==> src/rtl/up_counter_casc_pkg.sv <==
// Shared definitions for the cascaded modulo-N up counter: default geometry,
// the per-digit type and the load-value range correction helper.
package up_counter_casc_pkg;

  localparam int DIGITS_DEF  = 2;
  localparam int DIGIT_W_DEF = 4;
  localparam int MODULUS_DEF = 10;

  typedef logic [DIGIT_W_DEF-1:0] digit_t;

  // A loaded digit outside 0..modulus-1 is replaced by 0; in-range values pass through.
  function automatic logic [31:0] sat_digit(input logic [31:0] value, input int unsigned modulus);
    return (value >= modulus) ? 32'd0 : value;
  endfunction

endpackage

==> src/rtl/up_mod_digit.sv <==
// One modulo-MODULUS digit stage: synchronous reset, load with range correction,
// and increment-with-wrap when its cascade input says every lower digit is at max.
module up_mod_digit
  import up_counter_casc_pkg::*;
#(
  parameter int DIGIT_W = DIGIT_W_DEF,
  parameter int MODULUS = MODULUS_DEF
) (
  input  logic               clk,
  input  logic               rst,
  input  logic               inc,
  input  logic               load,
  input  logic [DIGIT_W-1:0] d,
  output logic [DIGIT_W-1:0] q,
  output logic               at_max
);

  localparam logic [DIGIT_W-1:0] MaxVal = DIGIT_W'(MODULUS - 1);

  logic [DIGIT_W-1:0] d_sat;

  assign d_sat  = DIGIT_W'(sat_digit(32'(d), MODULUS));
  assign at_max = (q == MaxVal);

  // Digit register: reset beats load, load beats increment; the top digit value wraps to 0.
  always_ff @(posedge clk) begin
    if (rst) begin
      q <= '0;
    end else if (load) begin
      q <= d_sat;
    end else if (inc) begin
      q <= at_max ? '0 : q + DIGIT_W'(1);
    end
  end

endmodule

==> src/rtl/up_counter_casc.sv <==
// Cascaded modulo-N up counter built from DIGITS digit stages. Carries ripple
// through an AND chain of per-digit at_max flags, so no full-width adder exists.
// Also provides terminal-count look-ahead, a registered wrap pulse and a sticky
// overflow flag.
module up_counter_casc
  import up_counter_casc_pkg::*;
#(
  parameter int DIGITS  = DIGITS_DEF,
  parameter int DIGIT_W = DIGIT_W_DEF,
  parameter int MODULUS = MODULUS_DEF
) (
  input  logic                      clk,
  input  logic                      rst,
  input  logic                      en,
  input  logic                      load,
  input  logic [DIGITS*DIGIT_W-1:0] load_val,
  input  logic                      ovf_clr,
  output logic [DIGITS*DIGIT_W-1:0] q,
  output logic                      tc,
  output logic                      wrap,
  output logic                      ovf
);

  logic [DIGITS:0]   carry;
  logic [DIGITS-1:0] at_max;
  logic              full_wrap;

  assign carry[0] = en;

  for (genvar k = 0; k < DIGITS; k++) begin : g_digit
    assign carry[k+1] = carry[k] & at_max[k];

    up_mod_digit #(
      .DIGIT_W (DIGIT_W),
      .MODULUS (MODULUS)
    ) u_digit (
      .clk    (clk),
      .rst    (rst),
      .inc    (carry[k]),
      .load   (load),
      .d      (load_val[k*DIGIT_W +: DIGIT_W]),
      .q      (q[k*DIGIT_W +: DIGIT_W]),
      .at_max (at_max[k])
    );
  end

  // tc looks only at en and the digits; load suppresses the wrap side effects instead.
  assign tc        = carry[DIGITS];
  assign full_wrap = tc & ~load;

  // Wrap pulse: high for the single cycle following the edge where q rolls over to 0.
  always_ff @(posedge clk) begin
    if (rst) begin
      wrap <= 1'b0;
    end else begin
      wrap <= full_wrap;
    end
  end

  // Sticky overflow: a rollover sets it and wins over a clear on the same edge.
  always_ff @(posedge clk) begin
    if (rst) begin
      ovf <= 1'b0;
    end else if (full_wrap) begin
      ovf <= 1'b1;
    end else if (ovf_clr) begin
      ovf <= 1'b0;
    end
  end

endmodule
==> config.mk <==
export PLATFORM = sky130hd
export DESIGN_NAME = up_counter_casc
export DESIGN_NICKNAME = d
export VERILOG_FILES = /design/src/rtl/up_counter_casc_pkg.sv /design/src/rtl/up_mod_digit.sv /design/src/rtl/up_counter_casc.sv
export SDC_FILE = /design/constraint.sdc
export NUM_CORES = 1
export LEC_CHECK = 0
export BUFFER_PORTS_ARGS = -buffer_cell sky130_fd_sc_hd__buf_4
export CAP_MARGIN = 25
export CORE_MARGIN = 2
export CORE_UTILIZATION = 47
export CTS_CLUSTER_SIZE = 14
export DETAILED_ROUTE_END_ITERATION = 6
export HOLD_SLACK_MARGIN = 0.05
export MAX_ROUTING_LAYER = met4
export PLACE_DENSITY = 0.77
export SLEW_MARGIN = 20
export SYNTH_ARGS = -nofsm -noshare
export SYNTH_HDL_FRONTEND = slang
export SYNTH_HIERARCHICAL = 1
export SYNTH_SLANG_ARGS = --single-unit
export TNS_END_PERCENT = 50
==> constraint.sdc <==
create_clock -name clk -period 4.8 [get_ports clk]
set_clock_uncertainty 0.15 [all_clocks]
set_input_delay 0.24 -clock clk [delete_from_list [all_inputs] [get_ports clk]]
set_output_delay 0.24 -clock clk [all_outputs]
set_load 0.03 [all_outputs]
==> flow_summary_export.csv <==
group,metric,value,unit
pwr,peakVddDrop,0.137,mV
floorplanning,initial_utilization,48.7,%
pwr,p_seq_share,47.0,%
clocking,root_buffer,"clkbuf_4",
grt,grt_usage,19.0,%
route,drtIter0Drc,7,
sta,setup_tns,0,ps
floorplanning,rows,13,
grt,grt-ovfl-total,0,
floorplanning,dieArea,0.00162,mm²
grt,grt_max_degree,24,
route,drcViolationCount,0,
outcome,outcome,"finished, final reports clean",
yosys,synthesis.nets,87,
placement,post_dp_cell_area,800,µm²
placement,portBuffers,23,
layout,final_cells,113,
yosys,syn-cell-area,618,µm²
grt,grt_pass1_vias,497,
route,wl_per_cell,11.7,µm
critical_path,crit_path_top_delay_cell,"dfxtp_1",
pwr,power_frac_comb,24.2,%
sta,finalSetupViolations,0,
route,firstDrtPassIters,2,
clocking,ctsHtreeMaxLevel,1,
layout,nNetsFinal,113,
clocking,clk_path_buf_depth,2,
critical_path,critical_path_buf_inv_count,0,
clocking,clock_sinks,10,
yosys,syn_avg_cell_area,8.35,µm²
pwr,switchingPower,0.0613,mW
yosys,synth_top_area_share,32.4,%
clocking,numCtsBuffers,3,
sta,hold_ws,76.7,ps
clocking,worstSkewPairLatency,260,ps
critical_path,startpoint_type,"flop",
route,vias,616,
yosys,ys_types,26,
yosys,synth-seq-area-share,32.4,%
floorplanning,io-pin-count,24,
sta,relSlewSlack,83.3,%
yosys,synth_edf_count,0,
floorplanning,die-width,40.3,µm
critical_path,path_class,"flop to flop",
critical_path,cp.required,4830,ps
pwr,p_clk_share,28.8,%
clocking,post_cts_buffers,0,
job,drv_cap,0,
grt,grt_pass1_wl,2030,µm
critical_path,path_delay_family,"simple AND/OR/NAND/NOR gates",
clocking,cts_tree,"done",
yosys,async_reset_ff_share,0,%
yosys,syn_inst,74,
pwr,leakagePower,0.361,nW
pwr,p_int,0.140,mW
critical_path,cp_slowest_stage_delay,380,ps
sta,fin_crit_sh,37.6,%
sta,maxSlewViolCount,0,
critical_path,endpoint_kind,"flop",
floorplanning,core,0.00127,mm²
floorplanning,die_h,40.3,µm
layout,stdcell_area,822,µm²
critical_path,crit_chain,"nor2b_1, and3b_2, and2_2, nand2_1, or3_1, a221oi_2",
yosys,ys_top_cells_by_count,"dfxtp_1, nor2_1, nand2b_1",
critical_path,arrival,1840,ps
yosys,yosysMostFrequentCell,"dfxtp_1",
layout,drive_gt1_share,35.7,%
placement,placedCellCount,110,
yosys,synthFlopType,"dfxtp_1",
clocking,clkTransAtPathRegs,70,ps
pwr,swShare,30.5,%
placement,place_congestion,0.714,
route,ant_nets,0,
route,via_per_inst,5.45,
grt,grt_antenna_before_repair,0,
placement,hpwl,941,µm
critical_path,cp_max_fo,5,
worst_hold_path,hp-class,"input pin to flop",
sta,fin_crit,1800,ps
clocking,cts_hold_buf,0,
yosys,synthTopCellsByArea,"dfxtp_1, nand2b_1, a221oi_2",
route,wirelength,1320,µm
sta,max_slew.worst_pin.slew,251,ps
sta,hold_viol,0,
yosys,yosysWarnings,6,
layout,antenna_cells,0,
yosys,synth_seq_cells,10,
sta,clock.fmax,555,MHz
sta,grt_setup_unrepaired,"no",
layout,syn_to_final_growth,33.0,%
pwr,p_per_area,244,mW/mm²
yosys,synth.largest_area_cell,"dfxtp_1",
clocking,cts-resized-gates,0,
kinds of logic (layout without fill, tap and decap cells):
group / after synthesis / count (layout) / synth area share (%)
flops: 10 / 10 / 32.4
simple gates: 35 / 35 / 33.8
buf+inv: 4 / 28 / 2.83
compound gates: 21 / 21 / 25.3
xor+xnor: 4 / 4 / 5.67
stage by stage:
step	util, %	power, mW	setup slack [ps]
2_1_floorplan	-	0.124	2890
3_3_place_gp	63.0	0.145	3070
3_5_place_dp	63.0	0.145	3020
4_1_cts	64.8	0.202	2990
5_1_grt	64.8	0.210	2870
6_report	64.8	0.201	3000
metal layers:
layer	wire length (µm)	track usage [%]	vias up
li1	-	-	321
met1	660	25.4	281
met2	602	27.0	14
met3	57	5.00	0
met4	0	7.50	0
met5	0	-	-
layout by cell type (no fill, tap or decap), drive strengths merged, types with 2 or more instances in the layout:
cell type	count
a211o	2
a211oi	2
a21oi	4
a221oi	2
a311oi	2
a31oi	2
and2	2
and2b	2
and3b	4
buf	23
clkbuf	3
dfxtp	10
inv	2
nand2	4
nand2b	6
nand3	2
nor2	8
nor2b	2
nor3	2
o21a	2
o21ai	4
or3	2
xnor2	2
xor2	2
layout make-up:
| type | count | area [µm²] |
|---|---|---|
| fillers | 129 | 447 |
| flip-flops and latches | 10 | 200 |
| repair buffers | 23 | 173 |
| well taps | 15 | 18.8 |
| inverters | 2 | 7.51 |
| clock buffers | 3 | 22.5 |
| multi-input cells | 60 | 400 |
worst register-to-register path, stage by stage (launching register included):
cell and delay, ps:
dfxtp_1 380, nor2b_1 200, and3b_2 210, and2_2 190, nand2_1 70, or3_1 330
a221oi_2 200
final timing paths:
| kind | start | cells past startpoint | slack (ps) | to |
|---|---|---|---|---|
| worst max-delay path | g_digit[0].u_digit/q[3] | 6 | 3000 | g_digit[1].u_digit/q[1] |
| worst min-delay path | rst | 2 | 80 | g_digit[1].u_digit/q[1] |
| worst max register to register | g_digit[0].u_digit/q[3] | 6 | 3000 | g_digit[1].u_digit/q[1] |
| worst min register to register | ovf | 1 | 320 | ovf |
power by group through the flow:
| stage | clock [mW] | combinational (mW) | sequential, mW |
|---|---|---|---|
| 3_3_place_gp | 0 | 0.0485 | 0.0960 |
| 4_1_cts | 0.0590 | 0.0490 | 0.0944 |
| 5_1_grt | 0.0615 | 0.0534 | 0.0953 |
| 3_5_place_dp | 0 | 0.0486 | 0.0963 |
| 6_report | 0.0578 | 0.0486 | 0.0945 |
| 2_1_floorplan | 0 | 0.0197 | 0.104 |
state kept, by name, indices dropped and copies added (netlist names):
signal             count
g_digit.u_digit/q      8
ovf                    1
wrap                   1
(Power assumes the default switching activity.)
